--- src/rtl/branch_rs.sv ---
// Age-ordered reservation station for the branch unit with CDB wakeup and oldest-ready issue.
// Optional same-cycle dispatch-to-issue bypass: define BRANCH_RS_FAST_ISSUE_EN.
module branch_rs #(
    parameter int DEPTH = 4,
    parameter int XLEN  = 16,
    parameter int TAG_W = 4
) (
    input  logic                       clk,
    input  logic                       rst_n,
    input  logic                       flush,
    input  logic                       disp_valid,
    output logic                       disp_ready,
    input  logic [3:0]                 disp_opcode,
    input  logic [TAG_W-1:0]           disp_rob,
    input  logic [8:0]                 disp_imm,
    input  logic                       disp_t_rdy,
    input  logic [TAG_W-1:0]           disp_t_tag,
    input  logic [XLEN-1:0]            disp_t_val,
    input  logic                       disp_a_rdy,
    input  logic [TAG_W-1:0]           disp_a_tag,
    input  logic [XLEN-1:0]            disp_a_val,
    input  logic                       disp_b_rdy,
    input  logic [TAG_W-1:0]           disp_b_tag,
    input  logic [XLEN-1:0]            disp_b_val,
    input  logic                       cdb_valid,
    input  logic [TAG_W-1:0]           cdb_tag,
    input  logic [XLEN-1:0]            cdb_value,
    output logic                       iss_valid,
    output logic [3:0]                 iss_opcode,
    output logic [TAG_W-1:0]           iss_rob,
    output logic [8:0]                 iss_imm,
    output logic [XLEN-1:0]            iss_vt,
    output logic [XLEN-1:0]            iss_va,
    output logic [XLEN-1:0]            iss_vb,
    output logic [$clog2(DEPTH+1)-1:0] count
);

    localparam int CW = $clog2(DEPTH + 1);
    localparam int IW = $clog2(DEPTH);

    typedef struct packed {
        logic             rdy;
        logic [TAG_W-1:0] tag;
        logic [XLEN-1:0]  val;
    } operand_t;

    typedef struct packed {
        logic             valid;
        logic [3:0]       opcode;
        logic [TAG_W-1:0] rob;
        logic [8:0]       imm;
        operand_t         t;
        operand_t         a;
        operand_t         b;
    } entry_t;

    entry_t        slots_q   [DEPTH];
    entry_t        woken     [DEPTH];
    entry_t        shifted   [DEPTH];
    entry_t        slots_d   [DEPTH];
    entry_t        disp_entry;
    entry_t        issue_entry;
    logic [CW-1:0] count_q;
    logic [CW-1:0] count_d;
    logic [CW-1:0] wr_idx;
    logic [IW-1:0] sel_idx;
    logic          sel_found;
    logic          fast_issue;
    logic          disp_fire;

    function automatic operand_t snoop(input operand_t op, input logic cv,
                                       input logic [TAG_W-1:0] ct, input logic [XLEN-1:0] cval);
        operand_t r;
        r = op;
        if (cv && !op.rdy && (op.tag == ct)) begin
            r.rdy = 1'b1;
            r.val = cval;
        end
        return r;
    endfunction

    assign count      = count_q;
    assign disp_ready = (count_q < CW'(DEPTH));

    // Dispatched operands can be captured from a CDB broadcast in the same cycle.
    always_comb begin
        disp_entry        = '0;
        disp_entry.valid  = 1'b1;
        disp_entry.opcode = disp_opcode;
        disp_entry.rob    = disp_rob;
        disp_entry.imm    = disp_imm;
        disp_entry.t = snoop('{disp_t_rdy, disp_t_tag, disp_t_val}, cdb_valid, cdb_tag, cdb_value);
        disp_entry.a = snoop('{disp_a_rdy, disp_a_tag, disp_a_val}, cdb_valid, cdb_tag, cdb_value);
        disp_entry.b = snoop('{disp_b_rdy, disp_b_tag, disp_b_val}, cdb_valid, cdb_tag, cdb_value);
    end

    // Select only looks at registered readiness, so a wakeup never issues in its own cycle.
    always_comb begin
        sel_found = 1'b0;
        sel_idx   = '0;
        for (int i = DEPTH - 1; i >= 0; i--) begin
            if (slots_q[i].valid && slots_q[i].t.rdy && slots_q[i].a.rdy && slots_q[i].b.rdy) begin
                sel_found = 1'b1;
                sel_idx   = IW'(i);
            end
        end
    end

`ifdef BRANCH_RS_FAST_ISSUE_EN
    assign fast_issue = disp_valid && disp_ready && !sel_found && !flush &&
                        disp_entry.t.rdy && disp_entry.a.rdy && disp_entry.b.rdy;
`else
    assign fast_issue = 1'b0;
`endif

    assign disp_fire = disp_valid && disp_ready && !fast_issue;

    always_comb begin
        issue_entry = '0;
        if (sel_found) begin
            issue_entry = slots_q[sel_idx];
        end else if (fast_issue) begin
            issue_entry = disp_entry;
        end
    end

    assign iss_valid  = sel_found || fast_issue;
    assign iss_opcode = issue_entry.opcode;
    assign iss_rob    = issue_entry.rob;
    assign iss_imm    = issue_entry.imm;
    assign iss_vt     = issue_entry.t.val;
    assign iss_va     = issue_entry.a.val;
    assign iss_vb     = issue_entry.b.val;

    always_comb begin
        for (int i = 0; i < DEPTH; i++) begin
            woken[i] = slots_q[i];
            if (slots_q[i].valid) begin
                woken[i].t = snoop(slots_q[i].t, cdb_valid, cdb_tag, cdb_value);
                woken[i].a = snoop(slots_q[i].a, cdb_valid, cdb_tag, cdb_value);
                woken[i].b = snoop(slots_q[i].b, cdb_valid, cdb_tag, cdb_value);
            end
        end
        for (int i = 0; i < DEPTH - 1; i++) begin
            shifted[i] = woken[i + 1];
        end
        shifted[DEPTH-1] = '0;
    end

    // Compaction first, then dispatch lands at the first free slot after compaction.
    always_comb begin
        wr_idx  = count_q - CW'(sel_found);
        count_d = wr_idx + CW'(disp_fire);
        for (int i = 0; i < DEPTH; i++) begin
            slots_d[i] = (sel_found && (IW'(i) >= sel_idx)) ? shifted[i] : woken[i];
            if (disp_fire && (CW'(i) == wr_idx)) begin
                slots_d[i] = disp_entry;
            end
        end
        if (flush) begin
            count_d = '0;
            for (int i = 0; i < DEPTH; i++) begin
                slots_d[i] = '0;
            end
        end
    end

    // NOTE: the slot array is reset along with the control state so that idle iss_* data
    // reads as zero and no stale tag can ever match a broadcast.
    always_ff @(posedge clk or negedge rst_n) begin
        if (!rst_n) begin
            count_q <= '0;
            for (int i = 0; i < DEPTH; i++) begin
                slots_q[i] <= '0;
            end
        end else begin
            count_q <= count_d;
            for (int i = 0; i < DEPTH; i++) begin
                slots_q[i] <= slots_d[i];
            end
        end
    end

endmodule
--- config.mk ---
export PLATFORM = sky130hd
export DESIGN_NAME = branch_rs
export DESIGN_NICKNAME = d
export VERILOG_FILES = /design/src/rtl/branch_rs.sv
export SDC_FILE = /design/constraint.sdc
export NUM_CORES = 1
export LEC_CHECK = 0
export BUFFER_PORTS_ARGS = -buffer_cell sky130_fd_sc_hd__buf_2
export CAP_MARGIN = 20
export CORE_UTILIZATION = 50
export DETAILED_ROUTE_END_ITERATION = 10
export PLACE_DENSITY = 0.69
export SKIP_LAST_GASP = 1
export SYNTH_ARGS = -nofsm -noshare
export SYNTH_HDL_FRONTEND = slang
export SYNTH_SLANG_ARGS = --single-unit
--- constraint.sdc ---
create_clock -name clk -period 4.3 [get_ports clk]
set_input_delay 0.43 -clock clk [delete_from_list [all_inputs] [get_ports clk]]
set_output_delay 0.43 -clock clk [all_outputs]
set_load 0.03 [all_outputs]
; Yosys cells after proc, flatten, opt, wreduce, memory -nomap -nowiden
; Cells that the tools add are included.
[classes]
add_sub_neg = 2
magnitude_cmp = 6
eq_ne = 18
mux = 56
bitwise_logic = 1
reduce_logical = 78
[op_table]
columns = op, count
row1 = $mux W81, 8
row2 = $mux W324, 1
row3 = $mux W63, 4
row4 = $mux W16, 15
row5 = $mux W80, 3
row6 = $bmux W81 S2, 1
row7 = $eq A4 B4 Y1, 15
row8 = $logic_and A1 B1 Y1, 51
row9 = $mux W1, 19
row10 = $reduce_bool A4 Y1, 4
row11 = $logic_not A1 Y1, 15
row12 = $reduce_bool A3 Y1, 4
row13 = $mux W2, 4
row14 = $eq A2 B3 Y1 const A, 2
row15 = $reduce_and A2 Y1, 3
row16 = $ge A1 B2 Y1 const A, 2
row17 = $ge A2 B2 Y1 const A, 2
row18 = $add A3 B1 Y3, 1
row19 = $eq A1 B3 Y1 const A, 1
row20 = $ge A3 B3 Y1 const B, 1
row21 = $logic_not A3 Y1, 1
row22 = $lt A3 B3 Y1 const B, 1
row23 = $mux W3, 1
row24 = $not A2 Y3, 1
row25 = $sub A3 B1 Y3, 1
[totals]
reg_bits = 327
out_inout_bits = 70
input_bits = 105
elab_cells = 214

; Logic depth before layout (Yosys ltp)
; Gate-level depths: netlist of run 1.
[logic_depth]
depth_word = 12
mapped_depth = 14
mapped_depth_nobuf = 10

; Worst setup path before layout of run 1
; No wires, ideal clock.
[synth_timing]
kind = reg2reg
startpoint = register slots_q[263] in the netlist's numbering
endpoint = register slots_q[249] in the netlist's numbering
stages_incl_launch_ff = 15
n_path_buf = 4
slack_ps = 877
arrival_ps = 3333
setup_time_ps = 90
t_required_ps = 4210
period_less_slack_ps = 3423
path_cell_list = dfrtp_1 > and4_1 > buf_2 > nor2_4 > nand2_1 > clkbuf_1 > ha_1 > ha_1 > nand4bb_1 > o211ai_2 > a21oi_1 > or3_1 > buf_2 > buf_2 > o221ai_1
[synth_between]
elab_chain_cells = 7
word_cells_on_any_way = 17
classes_between = add/sub (1) / order compare (1) / mux (5) / reduce/logical (10)
[synth_rtl]
columns = element, line
row1 = "start, declared", 57  ; entry_t slots_q [DEPTH];
row2 = "start signal, assigned by index", 179  ; slots_q[i] <= slots_d[i];
row3 = $logic_and A1 B1 Y1 (*), 102  ; if (slots_q[i].valid && slots_q[i].t.rdy && slots_q[i].a.rdy && slots_q[i].b.rdy) begin
row4 = $mux W1 (*), 102
row5 = net iss_valid, 28  ; output logic iss_valid,
row6 = $sub A3 B1 Y3, 152  ; wr_idx = count_q - CW'(sel_found);
row7 = $logic_not A3 Y1, 156  ; if (disp_fire && (CW'(i) == wr_idx)) begin
row8 = $logic_and A1 B1 Y1, 156
row9 = $reduce_bool A4 Y1 (no line) or $mux W81 (tied branches), -
row10 = $reduce_and A2 Y1 (no line) or $mux W324 (tied branches), -
; The timed path passes the listed nets; every way through them passes the cells marked *. The select of a mux whose other input is x is not followed.
; A chain may end at the register's enable or synchronous reset.

; Worst setup path in the final report of run 1
[layout_timing]
startpoint = register slots_q[101] in the netlist's numbering
endpoint = output iss_imm[2]
[layout_between]
elab_chain_cells = 9
word_cells_on_any_way = 12
classes_between = mux (10) / bitwise (1) / reduce/logical (1)
[layout_rtl]
columns = element, line
row1 = $logic_and A1 B1 Y1 (*), 102
row2 = $mux W2 (3 in a row), 102
row3 = $not A2 Y3 (not written as such), 121  ; issue_entry = slots_q[sel_idx];
row4 = $bmux W81 S2, 121
row5 = $mux W80 (not written as such) (2 in a row), 121
row6 = $mux W80 (*), 120  ; if (sel_found) begin
row7 = "end, declared", 31  ; output logic [8:0] iss_imm,
; Mark *: on every way between the ends. The rest lies on a longest branch, timed or not. The select of a mux whose other input is x is not followed.

==> results_dict.tcl, run 1 <==
set metrics [dict create \
    outcome "complete, but fails checks" \
    failed_checks "hold timing" \
    p_leak_nw 9.80 \
    ant_nets 0 \
    cp_max_fo 23 \
    ys_ff_latch 327 \
    holdWs_ns -0.00178 \
    gp_congestion 0.890 \
    regToRegSetupSlack_ns 0.48 \
    die_h_um 204 \
    via_per_inst 7.10 \
    reg2reg_depth 9 \
    cts_resized 0 \
    wl_per_cell_um 27.0 \
    crit_type "register to output pin" \
    drtIter0Drc 2498 \
    grt_max_degree 125 \
    dp_hpwl_mm 43.7 \
    fp-row-count 73 \
    clock_sinks 327 \
    grt_usage_pct 34.5 \
    routed_wl_mm 71.9 \
    layout.nets 2218 \
    startpoint_type "register" \
    postCtsHoldBufs 0 \
    coreArea_um2 39900 \
    synth.net_count 2155 \
    crit_arrival_ns 3.43 \
    finalClockSkew_ns 0.0171 \
    numCtsBuffers 39 \
    hold_viol 4 \
    regArea_um2 8180 \
    tns_ns 0 \
    first_global_vias 18637 \
    peakVddDrop_mv 0.358 \
    grt.overflow.total 0 \
    clockBufferDepth 3 \
    synth_top_cell_by_area "dfrtp_1" \
    drive_above_1_share_pct 19.5 \
    critPathCaptureType "output pin" \
    firstDrtPassIters 6 \
    ys_types 72 \
    area_delta_synth_final_pct 11.7 \
    antenna_found_initial 4 \
    synth_cells 2047 \
    yosys_warnings 0 \
    ys_top_cells_by_area "dfrtp_1, mux2i_1, mux4_2" \
    io_pins 175 \
    grt_pass1_wl_mm 111 \
    fp.dieW_um 204 \
    synth_area_um2 20300 \
    cts-htree-levels 2 \
    tightestPinTransition_ns 1.09 \
    worstSkewPairLatency_ns 0.55 \
    r2r_start "slots_q[101]" \
    clkTransAtPathRegs_ns 0.06 \
    critical_path_required_ns 3.87 \
    synth_top_area_share_pct 40.2 \
    cts_setup_buffers 0 \
    n_fill_cell 3474 \
    cap_violations 0 \
    yosysSeqAreaShare_pct 40.2 \
    slew_headroom_pct 27.5 \
    powerDensity_nw_per_um2 355 \
    finalMaxSlewViolations 0 \
    synthArstFlopShare_pct 100 \
    start_util_pct 51.0 \
    r2r-end "slots_q[30]" \
    hold_path.class "primary input to asynchronous set/reset pin" \
    syn_area_per_cell_um2 9.94 \
    setup_violations 0 \
    numPortBuffers 174 \
    drc 0 \
    synth_edf_count 0 \
    min_period_ns 3.86 \
    multi_input_area_um2 11200 \
    fin_crit_sh_pct 89.7 \
    die_area_um2 41500 \
    vias 18916 \
    startpoint "slots_q[101]" \
    synthFlopType "dfrtp_1" \
    cts_tree "done" \
    rsz0062_at_grt "no" \
    clock.fmax_mhz 259 \
    clockRootBuffer "clkbuf_16" \
]
-- sequential cells by signal, indices dropped and copies added (netlist names) --
name	cells
count	3
slots_q	270
shifted	54
-- cells in the final DEF (no fill, tap or decap), types with 16 or more instances in the layout --
cell type and n:
xnor2_1 17, clkbuf_16 39, a211oi_1 112, a21oi_1 161, a221oi_1 33, o21ai_0 35
mux4_2 65, nor3_1 22, o221ai_1 49, buf_4 51, buf_2 172, mux2i_1 149
dfrtp_1 327, and2_1 78, o22ai_1 68, a311oi_1 26, o32ai_1 62, o31ai_1 16
and3_1 37, nand3_1 23, nand2_1 197, xor2_1 46, nand2b_1 24, nor2_1 103
a32oi_1 16, a22o_1 29
-- power by group --
| part | internal (mW) | switching [mW] | total (mW) |
|---|---|---|---|
| clock | 1.96 | 1.37 | 3.33 |
| combinational | 0.468 | 0.811 | 1.28 |
| sequential | 3.30 | 0.170 | 3.47 |
-- worst max-delay path by stage --
stage,slack [ns],cells past startpoint,endpoint
3_3_place_gp,0.83,10,slots_q[279]
4_1_cts,0.44,7,iss_imm[2]
6_report,0.44,7,iss_imm[2]
5_1_grt,0.27,7,iss_imm[2]
3_5_place_dp,0.64,9,slots_q[30]
2_1_floorplan,0.88,14,slots_q[249]
-- synthesized netlist by cell type, types with 24 or more instances --
library cell	number
o221ai_1	49
xor2_1	46
nand2_1	201
nor3_1	24
o22ai_1	68
dfrtp_1	327
and2_1	78
a311oi_1	26
o21ai_0	35
nor2_1	106
and3_1	37
o32ai_1	62
buf_2	55
a221oi_1	33
a211oi_1	112
clkbuf_1	125
a22o_1	29
mux4_2	65
a21oi_1	161
nand2b_1	24
mux2i_1	149
-- worst max-delay path, stage by stage (launching register included) --
cell and delay, ns:
dfrtp_1 0.46, and4_1 0.35, a41oi_1 0.13, nor2_4 0.43
buf_4 0.51, mux4_2 0.57, and2_1 0.19, buf_2 0.18
-- per-stage QoR --
| step | setup WS, ns | cells | power, mW | utilization, % | instance area, µm² |
|---|---|---|---|---|---|
| floorplan | 0.877 | 2047 | 4.26 | - | 20300 |
| global placement | 0.830 | 2593 | 4.72 | 53.7 | 21400 |
| detailed placement | 0.638 | 2593 | 4.76 | 53.7 | 21400 |
| CTS | 0.436 | 2663 | 8.07 | 56.9 | 22700 |
| global route | 0.268 | 2664 | 8.33 | 56.9 | 22700 |
| finish | 0.441 | 2665 | 8.08 | 56.9 | 22700 |
-- kinds of logic after synthesis --
kind of cell	count (synthesis)	synth area share, %
AO/OA/AOI/OAI	658	23.1
AND/OR/NAND/NOR	550	13.5
flip-flops	327	40.2
multiplexers	229	15.4
buffers and inverters	217	4.92
XOR/XNOR	63	2.71
adder cells (fa/ha/maj)	3	0.185
-- routing by layer --
metal / global-route usage (%) / wire, µm
met1: 47.5 / 28300
met2: 52.3 / 32700
met3: 7.56 / 8140
met4: 14.9 / 2780
met5: 0 / 23
-- cell type report --
cell class / count / share of cell area (%)
clock inverter: 10 / 0.501
multi-input combinational: 1503 / 49.4
timing repair buffer: 229 / 6.01
inverter: 10 / 0.165
sequential: 327 / 36.0
clock buffer: 60 / 5.04
tap: 525 / 2.89
antenna: 1 / 0.0110
Note: power is estimated with default switching activity, not from simulation.
==> inputs of run 2 (changes only) <==
==> constraint.sdc (replaced) <==
create_clock -name clk -period 3.6 [get_ports clk]
set_input_delay 0.36 -clock clk [delete_from_list [all_inputs] [get_ports clk]]
set_output_delay 0.36 -clock clk [all_outputs]
set_load 0.03 [all_outputs]
==> run 2 against run 1 <==
Net effect: the run now ends clean; power increased by 20%; die area unchanged; core utilization increased by 0.56 points; combinational power increased by 23%; critical endpoint is now iss_va[2]; first-iteration DRC count decreased by 7.5%; sequential cell count unchanged.
==> results_dict.tcl, run 2 (synthesis gave the netlist of run 1 again) <==
set metrics [dict create \
    outcome "completed" \
    worstSkewPairLatency_ns 0.59 \
    clock.fmax_mhz 282 \
    drtIter0Drc 2311 \
    coreArea_um2 39900 \
    gp_congestion 0.938 \
    dp_hpwl_mm 43.8 \
    setup_violations 0 \
    drive_above_1_share_pct 20.4 \
    io_pins 175 \
    min_period_ns 3.55 \
    critical_path_required_ns 3.24 \
    hold_viol 0 \
    crit_type "register to output pin" \
    startpoint_type "register" \
    first_global_vias 18603 \
    crit_end "iss_va[2]" \
    r2r-end "slots_q[53]" \
    regToRegSetupSlack_ns 0.14 \
    layout.nets 2236 \
    holdWs_ns 0.0551 \
    reg2reg_depth 10 \
    antenna_found_initial 4 \
    cp_slowest_stage_delay_ns 0.61 \
    cp_max_fo 30 \
    vias 19049 \
    wl_per_cell_um 27.5 \
    finalMaxSlewViolations 0 \
    cts_tree "done" \
    numPortBuffers 174 \
    grt_pass1_wl_mm 111 \
    routed_wl_mm 73.6 \
    die_h_um 204 \
    ant_nets 0 \
    peakVddDrop_mv 0.486 \
    finalClockSkew_ns 0.0237 \
    hold_path.class "primary input to register" \
    mostFrequentLayoutCells "dfrtp_1, nand2_1, buf_2, a21oi_1, mux2i_1" \
    clockRootBuffer "clkbuf_16" \
    clockBufferDepth 3 \
    critPathCaptureType "output pin" \
    startpoint "slots_q[101]" \
    rsz0062_at_grt "yes" \
    grt_max_degree 146 \
    crit_path_cell_trace "and4_1 -> a41oi_1 -> buf_4 -> nor2_4 -> buf_16 -> mux4_2 -> and2_1 -> buf_2" \
    start_util_pct 51.0 \
    largest_reg_flops 270 \
    clock_sinks 327 \
    fin_crit_sh_pct 98.6 \
    powerDensity_nw_per_um2 422 \
    cts-htree-levels 2 \
    die_area_um2 41500 \
    layout_commonest_cell "dfrtp_1" \
    drc 0 \
    numCtsBuffers 38 \
    grt.overflow.total 0 \
    area_delta_synth_final_pct 12.8 \
    crit_arrival_ns 3.19 \
    regArea_um2 8180 \
    fp-row-count 73 \
    grt_usage_pct 34.9 \
    tns_ns 0 \
    via_per_inst 7.11 \
    slew_headroom_pct 33.6 \
    clkTransAtPathRegs_ns 0.06 \
    n_fill_cell 3414 \
    slowest_stage "mux4_2" \
    multi_input_area_um2 11200 \
    cap_violations 0 \
    firstDrtPassIters 6 \
    r2r_start "slots_q[101]" \
    p_leak_nw 9.91 \
    tightestPinTransition_ns 0.990 \
    fp.dieW_um 204 \
    regMostFlops "slots_q" \
]
## run 2: worst min path at each step
stage / to / start / slack [ns] / depth (start not counted)
5_1_grt: shifted[148] / disp_imm[4] / 0.05 / 2
3_3_place_gp: slots_q[286] / slots_q[286] / 0.46 / 2
4_1_cts: shifted[154] / disp_rob[1] / 0.04 / 2
2_1_floorplan: count[0] / rst_n / 0.06 / 0
3_5_place_dp: slots_q[297] / slots_q[297] / 0.47 / 2
6_report: shifted[160] / disp_opcode[3] / 0.06 / 2
## run 2: layout make-up
type	count	share of cell area, %
multi-input cells	1503	49.0
flip-flops and latches	327	35.6
well taps	525	2.86
inverters	10	0.164
clock buffers	53	4.82
repair buffers	248	6.93
clock inverters	12	0.589
diodes	3	0.0327
## run 2: timing repair
item | 4_1_cts | 5_1_grt
resized for setup | 1 | 6
hold endpoints to repair | 92 | 0
hold buffers | 1 | 0
gates cloned | 1 | 1
pin swaps | 0 | 1
setup buffers | 0 | 3
setup endpoints to repair | 3 | 61
## run 2: critical path, delay by kind of cell (launching register included)
family / cells / cell delay, ns
and+or+nand+nor: 3 / 0.74
buffers and inverters: 3 / 0.70
muxes: 1 / 0.61
DFF: 1 / 0.43
AOI/OAI and AO/OA: 1 / 0.11
## run 2: report_power, final
part           total [mW]  internal [mW]  switching, mW
clock                3.98           2.29           1.69
sequential           4.14           3.94          0.200
combinational        1.57          0.582          0.985
## run 2: metrics by stage
step | area (µm²) | cells | utilization (%) | power, mW | setup slack (ns)
6_report | 23000 | 2681 | 57.5 | 9.68 | 0.0508
5_1_grt | 22900 | 2678 | 57.5 | 9.97 | -0.0239
4_1_cts | 22900 | 2674 | 57.4 | 9.63 | 0.0572
3_5_place_dp | 21600 | 2607 | 54.1 | 5.69 | 0.121
3_3_place_gp | 21600 | 2607 | 54.1 | 5.64 | 0.235
2_1_floorplan | 20300 | 2047 | - | 5.09 | 0.177
## run 2: routing by layer
metal  part of all wire (%)  wire length [µm]  track usage [%]
met2                     45             33100             52.3
met4                    4.8              3520             17.0
met1                     39             28800             47.8
met5                  0.031                23                0
met3                     11              8220             7.85
